File: config.mk
export PLATFORM = sky130hd
export DESIGN_NAME = pwm_deadtime_modulator_flat
export DESIGN_NICKNAME = d
export VERILOG_FILES = /design/src/rtl/pwm_deadtime_modulator_if.sv /design/src/rtl/pwm_deadtime_modulator.sv /design/src/flat_wrapper.sv
export SDC_FILE = /design/constraint.sdc
export NUM_CORES = 1
export LEC_CHECK = 0
export ABC_CLOCK_PERIOD_IN_PS = 1800
export BUFFER_PORTS_ARGS = -buffer_cell sky130_fd_sc_hd__buf_4
export CAP_MARGIN = 10
export CORE_UTILIZATION = 43
export DETAILED_ROUTE_END_ITERATION = 8
export GPL_ROUTABILITY_DRIVEN = 0
export HOLD_SLACK_MARGIN = 0.12
export MAX_ROUTING_LAYER = met4
export PLACE_DENSITY = 0.64
export SYNTH_ARGS = -nofsm -noshare
export SYNTH_HDL_FRONTEND = slang
export SYNTH_SLANG_ARGS = --single-unit
File: constraint.sdc
create_clock -name sysclk -period 1.8 [get_ports sysclk]
set_clock_uncertainty 0.15 [all_clocks]
set_input_delay 0.09 -clock sysclk [delete_from_list [all_inputs] [get_ports sysclk]]
set_output_delay 0.09 -clock sysclk [all_outputs]
set_load 0.01 [all_outputs]
File: src/rtl/pwm_deadtime_modulator_if.sv
// Bus bundle for the dead-time PWM modulator: run request and duty in,
// complementary gate drives plus period/status strobes out.
interface pwm_deadtime_modulator_if #(
    parameter int CNT_WIDTH = 6
);
    logic                 Enable;
    logic [CNT_WIDTH:0]   Duty_In;
    logic                 PWM_Hi;
    logic                 PWM_Lo;
    logic                 Period_Tick;
    logic                 Running;

    // Controller side: drives the request and duty, observes the gate drives.
    modport master (
        output Enable,
        output Duty_In,
        input  PWM_Hi,
        input  PWM_Lo,
        input  Period_Tick,
        input  Running
    );

    // Modulator side.
    modport slave (
        input  Enable,
        input  Duty_In,
        output PWM_Hi,
        output PWM_Lo,
        output Period_Tick,
        output Running
    );
endinterface

File: src/rtl/pwm_deadtime_modulator.sv
// Complementary PWM modulator with programmable dead time.
// A free-running period counter is compared against a shadowed duty value
// (reloaded only at period boundaries) to form a raw high/low decision.
// Each gate output only turns on once the raw decision has been stable for
// DEAD+1 cycles, which opens a DEAD-cycle both-off gap after every edge.
// Stopping is graceful: dropping Enable drains to the end of the period.
module pwm_deadtime_modulator #(
    parameter int CNT_WIDTH = 6,
    parameter int DEAD      = 2
) (
    input  logic                           sysclk,
    input  logic                           reset,
    pwm_deadtime_modulator_if.slave        bus
);

    localparam int                    RL_W     = 5;
    localparam logic [CNT_WIDTH-1:0]  CNT_LAST = '1;
    localparam logic [RL_W-1:0]       RL_MAX   = RL_W'(DEAD + 1);

    typedef enum logic [1:0] {
        IDLE  = 2'd0,
        RUN   = 2'd1,
        DRAIN = 2'd2
    } state_t;

    state_t                 state_reg,    state_next;
    logic [CNT_WIDTH-1:0]   cnt_reg,      cnt_next;
    logic [CNT_WIDTH:0]     shadow_reg,   shadow_next;
    logic [RL_W-1:0]        runlen_reg,   runlen_next;
    logic                   raw_prev_reg, raw_prev_next;
    logic                   pwm_hi_reg,   pwm_hi_next;
    logic                   pwm_lo_reg,   pwm_lo_next;
    logic                   tick_reg,     tick_next;
    logic                   running_reg,  running_next;

    logic                   active;
    logic                   at_last;
    logic                   raw;
    logic [RL_W-1:0]        runlen_cur;
    logic                   dead_ok;
    logic [CNT_WIDTH:0]     duty_load;
    logic [1:0]             side_raw;
    logic [1:0]             gate_next;

    // Saturated duty: any request with the MSB set means "on for the whole
    // period", so the low bits are cleared to give exactly 2^CNT_WIDTH.
    generate
        for (genvar gi = 0; gi < CNT_WIDTH; gi++) begin : g_duty_sat
            assign duty_load[gi] = bus.Duty_In[CNT_WIDTH] ? 1'b0 : bus.Duty_In[gi];
        end
    endgenerate
    assign duty_load[CNT_WIDTH] = bus.Duty_In[CNT_WIDTH];

    // Raw compare and run-length of the current raw level.
    always_comb begin
        active  = (state_reg != IDLE);
        at_last = (cnt_reg == CNT_LAST);
        raw     = active && ({1'b0, cnt_reg} < shadow_reg);
        if (raw != raw_prev_reg) begin
            runlen_cur = RL_W'(1);
        end else if (runlen_reg >= RL_MAX) begin
            runlen_cur = RL_MAX;
        end else begin
            runlen_cur = runlen_reg + RL_W'(1);
        end
        dead_ok = (runlen_cur >= RL_MAX);
    end

    // Side 0 is the high-side gate, side 1 the low-side gate; each one is
    // released only after its raw request has held for the dead time. The
    // low side is additionally gated by activity so IDLE keeps both off.
    assign side_raw[0] = raw;
    assign side_raw[1] = ~raw & active;

    generate
        for (genvar gi = 0; gi < 2; gi++) begin : g_gate
            assign gate_next[gi] = side_raw[gi] & dead_ok;
        end
    endgenerate

    // Next-state, counter, shadow and output decode.
    always_comb begin
        state_next    = state_reg;
        cnt_next      = cnt_reg;
        shadow_next   = shadow_reg;
        runlen_next   = runlen_reg;
        raw_prev_next = raw_prev_reg;

        case (state_reg)
            IDLE: begin
                cnt_next      = '0;
                // Run-length restarts from zero so the first period of a
                // fresh start always begins with a full dead-time gap.
                runlen_next   = '0;
                raw_prev_next = 1'b0;
                if (bus.Enable) begin
                    state_next  = RUN;
                    shadow_next = duty_load;
                end
            end
            RUN: begin
                cnt_next      = cnt_reg + CNT_WIDTH'(1);
                runlen_next   = runlen_cur;
                raw_prev_next = raw;
                if (at_last) begin
                    shadow_next = duty_load;
                end
                if (!bus.Enable) begin
                    state_next = DRAIN;
                end
            end
            DRAIN: begin
                cnt_next      = cnt_reg + CNT_WIDTH'(1);
                runlen_next   = runlen_cur;
                raw_prev_next = raw;
                if (at_last) begin
                    shadow_next = duty_load;
                end
                if (bus.Enable) begin
                    state_next = RUN;
                end else if (at_last) begin
                    state_next = IDLE;
                end
            end
            default: begin
                state_next = IDLE;
                cnt_next   = '0;
            end
        endcase

        pwm_hi_next  = gate_next[0];
        pwm_lo_next  = gate_next[1];
        tick_next    = active && at_last;
        running_next = (state_next != IDLE);
    end

    // State and output registers; reset aborts any period immediately.
    always_ff @(posedge sysclk) begin
        if (reset) begin
            state_reg    <= IDLE;
            cnt_reg      <= '0;
            shadow_reg   <= '0;
            runlen_reg   <= '0;
            raw_prev_reg <= 1'b0;
            pwm_hi_reg   <= 1'b0;
            pwm_lo_reg   <= 1'b0;
            tick_reg     <= 1'b0;
            running_reg  <= 1'b0;
        end else begin
            state_reg    <= state_next;
            cnt_reg      <= cnt_next;
            shadow_reg   <= shadow_next;
            runlen_reg   <= runlen_next;
            raw_prev_reg <= raw_prev_next;
            pwm_hi_reg   <= pwm_hi_next;
            pwm_lo_reg   <= pwm_lo_next;
            tick_reg     <= tick_next;
            running_reg  <= running_next;
        end
    end

    assign bus.PWM_Hi      = pwm_hi_reg;
    assign bus.PWM_Lo      = pwm_lo_reg;
    assign bus.Period_Tick = tick_reg;
    assign bus.Running     = running_reg;

endmodule

File: src/flat_wrapper.sv
// flat-port wrapper written by rule: the top's interface ports become plain ports
module pwm_deadtime_modulator_flat 
#(
    parameter int CNT_WIDTH = 6,
    parameter int DEAD      = 2
)
  (sysclk, reset, bus_Enable, bus_Duty_In, bus_PWM_Hi, bus_PWM_Lo, bus_Period_Tick, bus_Running);
  pwm_deadtime_modulator_if #(.CNT_WIDTH(CNT_WIDTH)) bus_i ();
  input  logic sysclk;
  input  logic reset;
  input wire logic [$bits(bus_i.Enable)-1:0] bus_Enable;
  input wire logic [$bits(bus_i.Duty_In)-1:0] bus_Duty_In;
  output wire logic [$bits(bus_i.PWM_Hi)-1:0] bus_PWM_Hi;
  output wire logic [$bits(bus_i.PWM_Lo)-1:0] bus_PWM_Lo;
  output wire logic [$bits(bus_i.Period_Tick)-1:0] bus_Period_Tick;
  output wire logic [$bits(bus_i.Running)-1:0] bus_Running;
  assign bus_i.Enable = bus_Enable;
  assign bus_i.Duty_In = bus_Duty_In;
  assign bus_PWM_Hi = bus_i.PWM_Hi;
  assign bus_PWM_Lo = bus_i.PWM_Lo;
  assign bus_Period_Tick = bus_i.Period_Tick;
  assign bus_Running = bus_i.Running;
  pwm_deadtime_modulator #(.CNT_WIDTH(CNT_WIDTH), .DEAD(DEAD)) u_core (.sysclk(sysclk), .reset(reset), .bus(bus_i));
endmodule
# After elaboration in Yosys (flattened, before gate mapping)
# Cells that the tools add are included.
# totals
output_inout_bits	4
regBits	25
input_bits	10
wordCells	52
# op_classes
eq_ne	6
addsub	2
muxes	18
order_cmp	3
n_reduce_logical	9
bitwise	5
# ops
cell	count
7-bit two-way mux	2
7-bit case mux with 2 select lines	1
5-bit by 2-bit greater-or-equal comparator with 1-bit output, second input constant	2
5-bit two-way mux	2
5-bit case mux with 2 select lines	1
2-bit two-way mux	4
6-bit by 7-bit < comparator with 1-bit output	1
6-bit by 1-bit adder with 6-bit output, second input constant	1
6-bit == test, second input constant	1
1-bit two-way mux	6
2-bit case mux with 3 select lines	1
2-bit nonzero test	3
5-bit by 1-bit adder with 5-bit output, second input constant	1
2-bit OR reduction	2
1-bit bitwise AND	3
3-bit AND reduction	1
2-bit by 1-bit == test with 1-bit output, second input constant	1
2-bit == test, second input constant	1
1-bit logical AND	2
2-bit zero test	1
2-bit by 1-bit inequality test with 1-bit output, second input constant	1
2-bit inequality test, second input constant	1
1-bit NOT	2
1-bit case mux with 2 select lines	1
1-bit inequality test	1

# Longest topological paths before layout
# Gate-level depths: netlist (run 1).
# depth
word_depth	6
mapped_depth	7
mapped_depth_nobuf	7

# Worst setup path after synthesis (run 1)
# No wires, ideal clock.
# synth_timing
path_kind	reg-to-reg
from	register u_core.cnt_reg[0]
to	register u_core.shadow_reg[2]
stages_incl_launch_ff	8
setup_ns	0.071
period_less_slack_ns	1.999
slack_ns	-0.199
t_required_ns	1.579
t_arrival_ns	1.778
path_buffers	1
path_cell_list	dfxtp_1 -> ha_1 -> nand3_1 -> or2_1 -> a221o_1 -> buf_6 -> or3b_1 -> a21oi_1
# synth_between
elab_chain_len	3
# synth_rtl
element	line_no	text
start, declared	pwm_deadtime_modulator.sv:27	logic [CNT_WIDTH-1:0] cnt_reg, cnt_next;
start signal, assigned	pwm_deadtime_modulator.sv:151	cnt_reg <= cnt_next;
6-bit == test	pwm_deadtime_modulator.sv:57	at_last = (cnt_reg == CNT_LAST);
2-bit by 1-bit inequality test with 1-bit output (no line)	n/a	
3-bit AND reduction (no line)	n/a	
end signal, assigned	pwm_deadtime_modulator.sv:152	shadow_reg <= shadow_next;
end, declared	pwm_deadtime_modulator.sv:28	logic [CNT_WIDTH:0] shadow_reg, shadow_next;
# Every way passes these cells.
# A chain may end at the register's enable or synchronous reset.

# Worst setup path in the final report (run 1)
# layout_timing
from	register u_core.cnt_reg[0]
to	register u_core.shadow_reg[4]
# Same word-level chain as after synthesis.

==> reports/qor.yml, run 1 <==
status: "finished with violations"
violations: "setup timing"
reg2reg_to: "u_core.shadow_reg[4]$_SDFFE_PP0P_"
dp.cells: 188
power.total_mw: 1.34
ff2ff_path_depth: 7
cp-end-kind: "register"
cp.required_ns: 1.93
maxCapViolCount: 0
final_cells: 205
slew_headroom_pct: 75.6
crit_fanout: 5
r2r_start: "u_core.cnt_reg[0]$_SDFF_PP0_"
die_h_um: 54.2
cp-start-kind: "register"
p_leak_nw: 0.684
layout_setup_ws_ns: -0.261
fillers: 204
n_antenna_cell: 0
dp_hpwl_um: 1840
worst_pin_slew_ns: 0.363
ys_seq_area_share_pct: 42.8
io_buffers: 13
clk_latency_ns: 0.34
p_int_uw: 918
synthFlopType: "dfxtp_1"
critical_path_class: "register to register"
startpoint: "u_core.cnt_reg[0]$_SDFF_PP0_"
max_freq_mhz: 485
clock-sinks: 25
hold_viol: 0
async_reset_ff_share_pct: 0
io_pins: 14
dr.first_iter.drc_count: 15
clk_root_buffer_cell: "clkbuf_4"
ys_types: 33
syn_avg_cell_area_sq_um: 9.00
syn_area_sq_um: 1170
overflow: 0
seq_power_share_pct: 46.6
antenna_found_initial: 0
wl_per_cell_um: 13.2
synth_edf_count: 0
postRouteAntennaNets: 0
rsz0062_at_grt: "true"
pre_cts_slack_ns: -0.322
cts_made_buffers: 3
grt_usage_pct: 21.9
start_util_pct: 46.4
p_per_area_nw_per_um2: 782
setup_tns_ns: -1.81
holdCritPathClass: "register to register"
fin_nets: 197
vias: 1053
die-area_sq_um: 2930
first_global_vias: 1018
drive_gt1_share_pct: 40.6
cts-htree-levels: 1
clk_path_buf_depth: 2
crit_end: "u_core.shadow_reg[4]$_SDFFE_PP0P_"
syn-num-nets: 151
dr.pass1.iters: 4
ir_drop_mv: 0.680
min_from: "u_core.shadow_reg[2]$_SDFFE_PP0P_"
wirelength_um: 2710
routed_via_density: 5.14
syn2layout_area_growth_pct: 46.1
p_clk_share_pct: 20.3
timing.final.crit_share_pct: 115
die_w_um: 54.2
r2r_setup_slack_ns: -0.26
grt_pass1_wl_um: 4310
largest_register_ffs: 7
cts_tree: "yes"
yosysWarnings: 0
swShare_pct: 31.3
netlist_instances: 130
period_needed_ns: 2.06
grt_max_degree: 16
core_area_sq_um: 2520
cts.clk_slew.worst_paths_ns: 0.15
synth-seq-cells: 25
timing.hold.ws_ns: 0.319
arrival_ns: 2.19
switchingPower_uw: 418
route.detailed.drc: 0
setup_viol: 9
power_frac_comb_pct: 33.2
slew_viol_final: 0
num_rows: 18
## per-stage QoR
stage,area [sq um],util (%)
final,1710,67.8
after global routing,1710,67.8
after CTS,1610,63.7
after detailed placement,1440,57.2
after global placement,1440,57.2
after floorplan,1190,-
## power groups by stage
stage	clock network, mW	registers, mW	logic [mW]
3_5_place_dp	0	0.633	0.328
4_1_cts	0.277	0.621	0.387
6_report	0.271	0.622	0.443
3_3_place_gp	0	0.631	0.321
5_1_grt	0.298	0.629	0.486
2_1_floorplan	0	0.636	0.213
## kinds of logic after synthesis
logic type	share of synthesized area [%]
AO/OA/AOI/OAI	12.5
multiplexers	1.71
buffers and inverters	5.13
AND/OR/NAND/NOR	23.1
XOR/XNOR	3.00
adder cells (fa/ha/maj)	11.8
flip-flops	42.8
## layout make-up
class | count | area [sq um] | area share (%)
well taps | 30 | 37.5 | 2.20
clock buffers | 3 | 22.5 | 1.32
flip-flops and latches | 25 | 509 | 29.8
clock inverters | 1 | 7.51 | 0.439
multi-input cells | 91 | 734 | 43.0
repair buffers | 43 | 353 | 20.6
inverters | 12 | 45.0 | 2.64
## synth_stat cells, drive strengths merged (3+ instances only)
cell type   n  area share [%]
a21oi      11             4.7
o21ai       4             1.7
ha         11              12
nor3        3             1.3
and2        3             1.6
nand3       5             2.1
nand2      10             3.2
or3b        6             4.5
dfxtp      25              43
inv        12             3.8
nor2       12             3.8
## metal layers
metal / wire [um] / track usage [%]
met2: 1460 / 39.6
met4: 49 / 10.3
met5: 0 / -
met3: 45 / 2.54
met1: 1160 / 23.2
## repair_timing
| item | in CTS | in global routing |
|---|---|---|
| endpoints found under the setup margin | 12 | 12 |
| hold endpoints to repair | 21 | 0 |
| hold buffers | 9 | 0 |
| buffers inserted | 3 | 2 |
| resized for setup | 4 | 27 |
| pin swaps | 10 | 11 |
## worst max-delay path, cell delays in order (launching register included)
cell	delay, ns
dfxtp_2	0.38
ha_4	0.14
nand3_2	0.05
or2_4	0.24
a221o_1	0.40
buf_6	0.15
or3b_1	0.36
a21oi_2	0.13
## worst min path at each step
stage	to	slack [ns]	cells past startpoint
after floorplan	u_core.bus.PWM_Hi$_SDFF_PP0_	0.02	1
after global placement	u_core.state_reg[0]$_SDFF_PP0_	0.21	3
after detailed placement	u_core.state_reg[0]$_SDFF_PP0_	0.22	3
after CTS	u_core.shadow_reg[2]$_SDFFE_PP0P_	0.32	2
after global routing	u_core.shadow_reg[2]$_SDFFE_PP0P_	0.35	2
final	u_core.shadow_reg[2]$_SDFFE_PP0P_	0.32	2
## cell usage in the layout (no fill, tap or decap), types with 3 or more instances in the layout
cell,count
dlygate4sd3_1,9
a21oi_2,4
ha_4,4
ha_1,6
and2_1,3
nand2_1,10
buf_4,32
a21oi_1,6
dfxtp_2,7
dfxtp_1,18
nand3_1,4
clkbuf_4,3
nor2_1,10
inv_1,11
(Power assumes the default switching activity.)
==> inputs of run 2 (changes only) <==
CELL_PAD_IN_SITES_DETAIL_PLACEMENT = 1   (was unset)
CELL_PAD_IN_SITES_GLOBAL_PLACEMENT = 1   (was unset)
CORE_UTILIZATION = 38   (was 43)
PLACE_DENSITY = 0.72   (was 0.64)
REMOVE_ABC_BUFFERS = 1   (was unset)
==> reports/qor.yml, run 2 (synthesis gave the netlist of run 1 again) <==
status: "finished with violations"
violations: "setup timing"
wl_per_cell_um: 17.5  # +32%
antenna_found_initial: 0  # unchanged
p_clk_share_pct: 18.4  # -1.9 points
cts.clk_slew.worst_paths_ns: 0.13  # -0.02 ns
n_antenna_cell: 0  # unchanged
cts-htree-levels: 1  # unchanged
period_needed_ns: 2.03  # -0.0327 ns
dr.pass1.iters: 4  # unchanged
die_w_um: 57.5  # +6.1%
grt_max_degree: 16  # unchanged
wirelength_um: 3730  # +38%
r2r_setup_slack_ns: -0.23  # +0.03 ns
io_buffers: 13  # unchanged
setup_viol: 13  # +4
cp-end-kind: "register"
clk_path_buf_depth: 2  # unchanged
timing.final.crit_share_pct: 113  # -1.8 points
final_common_cell: "buf_4"
vias: 1114  # +5.8%
num_rows: 19  # +1
p_int_uw: 968  # +5.4%
path_cells: "ha_4 > nand3_2 > or2_1 > a221o_2 > buf_6 > or3b_4 > a21oi_2"
layout_setup_ws_ns: -0.229  # +0.0327 ns
fin_nets: 204  # +3.6%
core_area_sq_um: 2830  # +12%
die_h_um: 57.5  # +6.1%
largest_register_ffs: 7  # unchanged
clock-sinks: 25  # unchanged
die-area_sq_um: 3300  # +13%
p_leak_nw: 0.733  # +7.1%
holdCritPathClass: "register to register"
placed_area_sq_um: 1440  # about the same
route.detailed.drc: 0  # unchanged
slew_headroom_pct: 73.6  # -1.9 points
drt-met1-wl_um: 1650  # +43%
met3_length_um: 75  # +67%
slew_viol_final: 0  # unchanged
timing.hold.ws_ns: 0.332  # +0.0127 ns
overflow: 0  # unchanged
grt_pass1_wl_um: 6000  # +39%
postLayoutCellArea_sq_um: 1810  # +5.9%
routed_via_density: 5.23  # +1.8%
max_freq_mhz: 493  # +1.6%
start_util_pct: 41.4  # -5.0 points
dp_hpwl_um: 2200  # +20%
io_pins: 14  # unchanged
dr_wl_met2_um: 1910  # +31%
dp.cells: 192  # +2.1%
first_global_vias: 1251  # +23%
cts_tree: "yes"
dr.first_iter.drc_count: 26  # +11
p_per_area_nw_per_um2: 789  # +0.89%
seq_power_share_pct: 44.1  # -2.5 points
slowest_stage: "a221o_2"
mostFrequentLayoutCells: "buf_4 (39), dfxtp_1 (16), inv_1 (12), nor2_1 (11)"
slowest_delay_ns: 0.40  # about the same
clk_root_buffer_cell: "clkbuf_4"
worst_pin_slew_ns: 0.394  # +0.0305 ns
critical_path_class: "register to register"
final_cells: 213  # +3.9%
arrival_ns: 2.15  # -0.04 ns
drive_gt1_share_pct: 45.1  # +4.5 points
maxCapViolCount: 0  # unchanged
switchingPower_uw: 460  # +9.9%
cp-start-kind: "register"
power.total_mw: 1.43  # +6.8%
rsz0062_at_grt: "true"
power_frac_comb_pct: 37.5  # +4.3 points
clk_latency_ns: 0.33  # about the same
top_layer: "met4"
hold_viol: 0  # unchanged
syn2layout_area_growth_pct: 54.7
crit_fanout: 6  # +1
pre_cts_slack_ns: -0.312  # +0.0105 ns
cts_made_buffers: 3  # unchanged
cp.required_ns: 1.92  # about the same
swShare_pct: 32.2  # +0.90 points
postRouteAntennaNets: 0  # unchanged
ir_drop_mv: 0.453  # -33%
grt_usage_pct: 25.4  # +3.5 points
==> run 2: routing by layer <==
metal	global-route usage, %	vias up
met3	2.95	8
met2	43.7	18
li1	-	553
met5	-	-
met1	29.6	535
met4	11.1	0
==> run 2: critical path, delay by kind of cell (launching register included) <==
family | cells | cell delay (ns)
compound gates | 2 | 0.52
fa+ha+maj | 1 | 0.14
buf+inv | 1 | 0.14
flops | 1 | 0.37
simple gates | 3 | 0.65
==> run 2: power by group through the flow <==
stage          Clock (mW)  Sequential [mW]  Combinational, mW
2_1_floorplan           0            0.633              0.189
3_3_place_gp            0            0.628              0.336
3_5_place_dp            0            0.634              0.356
4_1_cts             0.271            0.626              0.468
5_1_grt             0.285            0.633              0.577
6_report            0.263            0.630              0.535
==> run 2: final cells by class <==
type / instances / area (sq um)
clock buffers: 3 / 22.5
clock inverters: 1 / 5.00
fillers: 298 / 1020
inverters: 12 / 45.0
multi-input cells: 91 / 781
flip-flops and latches: 25 / 512
well taps: 31 / 38.8
repair buffers: 50 / 405
==> run 2: path summary, 6_finish.rpt <==
| path | startpoint | to | cells after the start |
|---|---|---|---|
| worst max-delay path | u_core.cnt_reg[1]$_SDFF_PP0_ | u_core.shadow_reg[3]$_SDFFE_PP0P_ | 7 |
| worst min-delay path | u_core.shadow_reg[1]$_SDFFE_PP0P_ | u_core.shadow_reg[1]$_SDFFE_PP0P_ | 2 |
| worst max register to register | u_core.cnt_reg[1]$_SDFF_PP0_ | u_core.shadow_reg[3]$_SDFFE_PP0P_ | 7 |
| worst min register to register | u_core.shadow_reg[1]$_SDFFE_PP0P_ | u_core.shadow_reg[1]$_SDFFE_PP0P_ | 2 |
==> run 2: metrics by stage <==
step | TNS [ns] | util (%)
finish | -1.34 | 64.0
global route | -2.29 | 64.0
CTS | -1.59 | 60.5
detailed placement | -2.07 | 51.0
global placement | -1.21 | 51.0
floorplan | -1.35 | -
==> run 2: what timing repair did <==
| item | 4_1_cts | 5_1_grt |
|---|---|---|
| endpoints found under the hold margin | 18 | 0 |
| pin swaps | 15 | 9 |
| resized for setup | 31 | 14 |
| setup buffers | 6 | 3 |
| setup endpoints to repair | 12 | 15 |
| hold buffers | 9 | 0 |
